## src/rtl/simon_pipelined_stream_sched.sv

```systemverilog
// Streaming scheduler for a pipelined SIMON32/64 core.
// Issues one plaintext read per cycle, tracks each block through the core
// with a valid/index shift pipeline, and writes every ciphertext back to the
// same word index it was read from.

// One stage of the in-flight tracking pipeline: a valid bit plus the block
// index that travels alongside it.
module simon_sched_stage #(
  parameter int CNT_W = 11
) (
  input  logic             clk,
  input  logic             rst,
  input  logic             vld_in,
  input  logic [CNT_W-1:0] idx_in,
  output logic             vld_out,
  output logic [CNT_W-1:0] idx_out
);

  // Shift one step per clock; reset flushes the valid bit.
  always_ff @(posedge clk) begin
    if (!rst) begin
      vld_out <= 1'b0;
      idx_out <= '0;
    end else begin
      vld_out <= vld_in;
      idx_out <= idx_in;
    end
  end

endmodule

module simon_pipelined_stream_sched #(
  parameter int CORE_LATENCY = 3,
  parameter int CNT_W        = 11
) (
  input  logic             clk,
  input  logic             rst,
  input  logic             ctrl_in_begin,
  input  logic [CNT_W-1:0] ctrl_in_num_blocks,
  input  logic [63:0]      ctrl_in_key,
  output logic             busy,
  output logic             done_intr,
  output logic [31:0]      pt_addra,
  input  logic [31:0]      pt_rd_data,
  output logic [31:0]      ct_addra,
  output logic [31:0]      ct_wr_data,
  output logic [3:0]       ct_wea,
  output logic             core_load,
  output logic [31:0]      core_plaintext,
  output logic [63:0]      core_key,
  input  logic [31:0]      core_ciphertext
);

  // Stage 0 lines up with the BRAM read data (1-cycle read latency); the
  // last stage lines up with the core output CORE_LATENCY cycles later.
  localparam int STAGES = CORE_LATENCY;
  localparam logic [CNT_W-1:0] ONE = 1;

  typedef enum logic [1:0] {
    S_IDLE,
    S_ISSUE,
    S_DRAIN,
    S_DONE
  } state_t;

  state_t                       state, state_nx;
  logic   [CNT_W-1:0]           rd_idx;
  logic   [CNT_W-1:0]           num_blk;
  logic   [63:0]                key_q;
  logic                         issue;
  logic   [STAGES:0]            vld_pipe;
  logic   [STAGES:0][CNT_W-1:0] idx_pipe;

  // State register plus job setup (latch count/key, clear index) and
  // index advance while issuing.
  always_ff @(posedge clk) begin
    if (!rst) begin
      state   <= S_IDLE;
      rd_idx  <= '0;
      num_blk <= '0;
      key_q   <= '0;
    end else begin
      state <= state_nx;
      if (state == S_IDLE && ctrl_in_begin) begin
        num_blk <= ctrl_in_num_blocks;
        key_q   <= ctrl_in_key;
        rd_idx  <= '0;
      end else if (issue) begin
        rd_idx <= rd_idx + ONE;
      end
    end
  end

  // Next-state logic. DRAIN looks at every stage but the last: once those
  // are empty, the only block left is being written this cycle, so DONE
  // lands on the cycle right after the final write.
  always_comb begin
    state_nx = state;
    issue    = 1'b0;
    case (state)
      S_IDLE: begin
        if (ctrl_in_begin)
          state_nx = (ctrl_in_num_blocks == '0) ? S_DONE : S_ISSUE;
      end
      S_ISSUE: begin
        issue = 1'b1;
        if (rd_idx == num_blk - ONE)
          state_nx = S_DRAIN;
      end
      S_DRAIN: begin
        if (vld_pipe[STAGES-1:0] == '0)
          state_nx = S_DONE;
      end
      S_DONE:  state_nx = S_IDLE;
      default: state_nx = S_IDLE;
    endcase
  end

  // Tracking pipeline: stage 0 is fed by the issue slot, each later stage
  // by its predecessor.
  for (genvar s = 0; s <= STAGES; s++) begin : g_stage
    if (s == 0) begin : g_head
      simon_sched_stage #(.CNT_W(CNT_W)) u_stage (
        .clk     (clk),
        .rst     (rst),
        .vld_in  (issue),
        .idx_in  (rd_idx),
        .vld_out (vld_pipe[s]),
        .idx_out (idx_pipe[s])
      );
    end else begin : g_body
      simon_sched_stage #(.CNT_W(CNT_W)) u_stage (
        .clk     (clk),
        .rst     (rst),
        .vld_in  (vld_pipe[s-1]),
        .idx_in  (idx_pipe[s-1]),
        .vld_out (vld_pipe[s]),
        .idx_out (idx_pipe[s])
      );
    end
  end

  assign busy           = (state != S_IDLE);
  assign done_intr      = (state == S_DONE);
  assign pt_addra       = 32'({rd_idx, 2'b00});
  assign core_load      = vld_pipe[0];
  assign core_plaintext = pt_rd_data;
  assign core_key       = key_q;

  // Ciphertext write port: active only when the last stage holds a block.
  always_comb begin
    ct_wea     = 4'h0;
    ct_addra   = 32'h0;
    ct_wr_data = 32'h0;
    if (vld_pipe[STAGES]) begin
      ct_wea     = 4'hF;
      ct_addra   = 32'({idx_pipe[STAGES], 2'b00});
      ct_wr_data = core_ciphertext;
    end
  end

endmodule

```

## config.mk

```make
export PLATFORM = sky130hd
export DESIGN_NAME = simon_pipelined_stream_sched
export DESIGN_NICKNAME = d
export VERILOG_FILES = /design/src/rtl/simon_pipelined_stream_sched.sv
export SDC_FILE = /design/constraint.sdc
export NUM_CORES = 1
export LEC_CHECK = 0
export ABC_AREA = 1
export BUFFER_PORTS_ARGS = -buffer_cell sky130_fd_sc_hd__buf_2
export CAP_MARGIN = 20
export CORE_AREA = 2 2 131 133
export CTS_BUF_LIST = sky130_fd_sc_hd__clkbuf_2 sky130_fd_sc_hd__clkbuf_4 sky130_fd_sc_hd__clkbuf_8
export CTS_CLUSTER_DIAMETER = 80
export CTS_CLUSTER_SIZE = 40
export DETAILED_ROUTE_END_ITERATION = 8
export DIE_AREA = 0 0 133 135
export PLACE_DENSITY = 0.65
export SLEW_MARGIN = 20
export SYNTH_ARGS = -nofsm -noshare
export SYNTH_HDL_FRONTEND = slang
export SYNTH_SLANG_ARGS = --single-unit
```

## constraint.sdc

```tcl
create_clock -name clk -period 1.9 [get_ports clk]
set_input_delay 0.38 -clock clk [delete_from_list [all_inputs] [get_ports clk]]
set_output_delay 0.38 -clock clk [all_outputs]
set_load 0.1 [all_outputs]
```

======== Yosys cells after proc, flatten, opt, wreduce, memory -nomap -nowiden ========
Index checks and enable logic that the tools add are counted.
storage, ports and cells
  register bits ........................... 136
  output and inout port bits .............. 199
  word-level logic and storage cells ...... 38
operators by class
  add/subtract/negate cells ............... 2
  eq/ne operators ......................... 7
  multiplexer cells ....................... 9
  bitwise logic cells ..................... 1
  reduce and logical (&&, ||, !) cells .... 7
operators with widths
  kind                                                count
  2-to-1 mux 32 bit                                   1
  2-to-1 mux 13 bit                                   1
  adder 11 x 1 -> 11 bit, second input constant       1
  == test 11 bit                                      1
  zero test 11 bit                                    1
  subtractor 11 x 1 -> 11 bit, second input constant  1
  2-to-1 mux 2 bit                                    4
  case mux 2 bit (4 select lines)                     1
  inequality test 2 bit, second input constant        3
  == test 2 bit, second input constant                2
  2-to-1 mux 4 bit                                    1
  zero test 3 bit                                     1
  AND reduction 3 bit                                 1
  == test 2 x 1 -> 1 bit, second input constant       1
  zero test 2 bit                                     1
  nonzero test 2 bit                                  1
  OR reduction 2 bit                                  1
  logical AND 1 bit                                   1
  2-to-1 mux 1 bit                                    1
  NOT 1 bit                                           1

======== Logic depth before layout (Yosys ltp) ========
  depth in word-level cells ............... 4
  gate-level depth with buffers ........... 15
  depth with buffers taken out ............ 15

======== Modules after synthesis ========
A second synthesis with hierarchy kept.
unflattened totals
  cells, all modules ...................... 830
  area, all modules ....................... 5936.9 um^2
by module, submodules not included
  module                        times used  cells each  area each (um^2)  seq. area each (um^2)
  simon_pipelined_stream_sched  1           682         4570.6            1761.7
  simon_sched_stage             4           37          341.6             240.2

======== Worst setup path before layout ========
OpenSTA, ideal clock, no wires.
  kind .................................... register to register
  from .................................... reg rd_idx[0]
  to ...................................... reg rd_idx[10]
  arrival time ............................ 2309 ps
  data required time ...................... 1783 ps
  path slack .............................. -527 ps
  cell stages (with the launch flop) ...... 14
  period minus slack after synthesis ...... 2427 ps
  path through ............................ dfxtp_1 ha_1 nand2_2 nor2_2 inv_2 nor2_4 nand2_2 nor2_2 nand2_2 nor2_2 nand2_2 nor2_2 xnor2_1 nor2_1
between the ends
  longest elaborated chain between the ends .. 1
RTL lines
  item                    RTL line  RTL
  from (decl)             67        logic [CNT_W-1:0] rd_idx;
  from (signal assigned)  89        rd_idx <= rd_idx + ONE;
  adder 11 x 1 -> 11 bit  89
No other way between the ends.
A chain may end at the register's enable or synchronous reset.

======== Final worst setup path ========
  from .................................... reg g_stage[3].g_body.u_stage.vld_out
  to ...................................... out ct_wr_data[24]
between the ends
  longest elaborated chain between the ends .. 1
RTL lines
  item                    RTL line  RTL
  from (decl)             15        output logic vld_out,
  from (signal assigned)  25        vld_out <= vld_in;
  2-to-1 mux 32 bit       155       if (vld_pipe[STAGES]) begin
  to (decl)               46        output logic [31:0] ct_wr_data,
No other way between the ends.

==> flow_summary.ini <==
[route]
routed_wl_mm = 17.8
route.vias.total = 5365
drt_first_pass_iters = 4
postRouteAntennaNets = 0
vias_per_cell = 4.24
detail_route.iter0.violations = 333
post_drt_wl_per_cell_microns = 14.1
drc = 0

[clock_tree]
h-tree-depth = 4
cts.clk_slew.worst_paths_ns = 0.08
clk_latency_ns = 0.44
cts_made_buffers = 17
cts_hold_repair.buffers = 0
clock_sinks = 136
cts.repair_timing.setup_buffer_count = 0
cts_tree = yes
clockRootBuffer = sky130_fd_sc_hd__clkbuf_8
clock_tree.buffer_depth = 2

[yosys]
yosys_register_bits = 136
syn-instance-count = 841
portion_of_the_post_synthesis_area_used_by_sequential_elements = 0.458
ys_warn_count = 0
netlist_top_cells_area = sky130_fd_sc_hd__dfxtp_1 (46%), sky130_fd_sc_hd__nor2_1 (11%), sky130_fd_sc_hd__buf_4 (9.8%)
ys_types = 29
netlist.top_cell.by_area = sky130_fd_sc_hd__dfxtp_1
netlist.area_leader.share = 0.458
mappedNetlistArea_sq_um = 5950
postSynthAreaPerCell_sq_um = 7.07

[placed_design]
post-place-cells = 1232
post-dp-hpwl_mm = 13.8
place_area_sq_um = 7690
dp_slack_ns = 0.0780
numPortBuffers = 234
routabilityCongestion = 0.918

[setup_path]
crit-reg2reg-capture = state[1]
worst_ep_required_time_ns = 1.52
setup.worst_path.end_class = output pin
cp_data_arrival_time_ns = 1.41
worstReg2RegStart = num_blk[1]
endpoint = ct_wr_data[24]
timing.reg2reg.setup_slack_ns = 0.14
crit_path_start_kind = flop
timing_worst_setup_path_type = flop to output pin
r2r_cells = 15
cp_max_fo = 23
setup.worst_path.start = g_stage[3].g_body.u_stage.vld_out

[global_route]
grt_overflow = 0
number_of_global_route_vias_before_repair = 4834
grt_use_total = 0.191
grt_start_max_net_pins = 61
grt_antenna_before_repair = 0
grt_pass1_wl_mm = 26.6

[timing]
final_critical_path_setup_slack_ns = 0.108
timing_hold_violations_final = 0
final_min_period_over_clock_period = 0.943
timing.final.max_slew_violations = 0
final_min_period_ns = 1.79
clock_skew_ns = 0.0144
timing.fmax_mhz = 558
setup-violations-final = 0
fin_hold_ws_ns = 0.193

[finish]
layout_common_cells = sky130_fd_sc_hd__buf_2 (185), sky130_fd_sc_hd__nor2_1 (179), sky130_fd_sc_hd__nand2_1 (151)
most_common_library_cell_in_the_layout_ignoring_fill_and_taps = sky130_fd_sc_hd__buf_2
syn2layout_area_growth_pct = 36.5
fill_cells = 1641
finalInstanceArea_sq_um = 8120
layout.cells.non_filler = 1265
fraction_of_layout_cells_with_a_size_suffix_above_1 = 0.295
antenna_cells_inserted = 0
num-nets-final = 1181

[min_path]
hold_path.class = input pin to flop

[floorplanning]
pin_count = 341
initial_utilization = 0.363
die_area_sq_um = 18000
die_w_microns = 133
core_area_sq_um = 16400
die_height_microns = 135
fp-row-count = 47

[pwr]
vdd_ir_drop_max_uv = 1360
power.density_nw_per_um2 = 1500
total_power_draw_uw = 12200
power_leakage_uw = 0.00448

[job]
max_cap_viol_count = 0

[outcome]
status = finished clean
-- worst max-delay path, cell delays in order (launching register included) --
cell and delay [ns]:
sky130_fd_sc_hd__dfxtp_4 0.39, sky130_fd_sc_hd__clkbuf_16 0.21, sky130_fd_sc_hd__nand2_1 0.07, sky130_fd_sc_hd__inv_1 0.10, sky130_fd_sc_hd__buf_12 0.18
-- state kept, by name (all words and copies together), names as in the netlist --
name and count:
g_stage.g_body.u_stage.idx_out 33, state 2, num_blk 11, core_key 64, rd_idx 11, g_stage.g_head.u_stage.idx_out 11, g_stage.g_body.u_stage.vld_out 3, g_stage.g_head.u_stage.vld_out 1
-- per-stage QoR --
| step | util | setup TNS, ns |
|---|---|---|
| 2_1_floorplan | - | 0 |
| 3_3_place_gp | 0.469 | 0 |
| 3_5_place_dp | 0.469 | 0 |
| 4_1_cts | 0.491 | 0 |
| 5_1_grt | 0.495 | -0.0576 |
| 6_report | 0.495 | 0 |
-- how the worst min path moves through the flow --
stage | start | end | slack (ns) | depth (start not counted)
5_1_grt | ctrl_in_key[5] | core_key[5] | 0.17 | 3
6_report | ctrl_in_key[1] | core_key[1] | 0.19 | 3
4_1_cts | ctrl_in_key[36] | core_key[36] | 0.16 | 3
3_5_place_dp | g_stage[1].g_body.u_stage.idx_out[9] | g_stage[2].g_body.u_stage.idx_out[9] | 0.39 | 2
3_3_place_gp | g_stage[0].g_head.u_stage.idx_out[6] | g_stage[1].g_body.u_stage.idx_out[6] | 0.39 | 2
2_1_floorplan | g_stage[0].g_head.u_stage.idx_out[0] | g_stage[1].g_body.u_stage.idx_out[0] | 0.39 | 2
-- cells in the mapped netlist --
library cell,count
sky130_fd_sc_hd__xnor2_1,5
sky130_fd_sc_hd__a41oi_1,1
sky130_fd_sc_hd__buf_2,1
sky130_fd_sc_hd__clkinv_1,1
sky130_fd_sc_hd__mux2i_1,1
sky130_fd_sc_hd__buf_1,1
sky130_fd_sc_hd__o21ai_0,80
sky130_fd_sc_hd__nand3b_1,1
sky130_fd_sc_hd__dfxtp_1,136
sky130_fd_sc_hd__conb_1,1
sky130_fd_sc_hd__nor3_1,2
sky130_fd_sc_hd__nand3_1,9
sky130_fd_sc_hd__clkbuf_2,1
sky130_fd_sc_hd__clkbuf_1,32
sky130_fd_sc_hd__ha_1,7
sky130_fd_sc_hd__nor2_1,180
sky130_fd_sc_hd__o31ai_1,1
sky130_fd_sc_hd__nor2_4,1
sky130_fd_sc_hd__nor3b_1,1
sky130_fd_sc_hd__a21oi_1,12
sky130_fd_sc_hd__inv_2,1
sky130_fd_sc_hd__o21a_1,1
sky130_fd_sc_hd__xor2_1,2
sky130_fd_sc_hd__nand2_2,4
sky130_fd_sc_hd__inv_1,122
sky130_fd_sc_hd__nor4_1,2
sky130_fd_sc_hd__buf_4,78
sky130_fd_sc_hd__nand2_1,153
sky130_fd_sc_hd__nor2_2,4
-- where the power goes --
part	internal, uW	leakage (uW)	switching [uW]
clock network	978	0.000174	1150
logic	1240	0.00319	5160
registers	3380	0.00112	300
-- final cells by class --
cell class | count | area (sq um) | share of cell area
Tap cell | 220 | 275 | 0.0339
Inverter | 124 | 465 | 0.0573
Multi-Input combinational cell | 509 | 2230 | 0.274
Clock inverter | 12 | 90.1 | 0.0111
Sequential cell | 136 | 2750 | 0.339
Clock buffer | 20 | 263 | 0.0324
Timing Repair Buffer | 244 | 2050 | 0.252
-- metal layers --
metal  share of wire  vias up  wire length, microns  track usage
met5               0        -                     0            0
met2            0.51      220                  9070        0.341
li1                -     2772                     -            -
met4           0.012        0                   216       0.0556
met1            0.40     2353                  7080        0.218
met3           0.079       20                  1410       0.0627
-- logic make-up after synthesis --
logic type	share of synthesized area
and+or+nand+nor	0.234
muxes	0.00168
AOI/OAI and AO/OA	0.0814
other	0.000630
DFF	0.458
buffers and inverters	0.199
xor gates and xnor gates	0.0103
adders and majority gates	0.0147
-- repair_timing --
action	in CTS	in global routing
gates cloned	0	1
gates resized for setup	4	16
setup endpoints to repair	1	14
endpoints found under the hold margin	0	0
pin swaps	0	2
(Power assumes the default switching activity.)
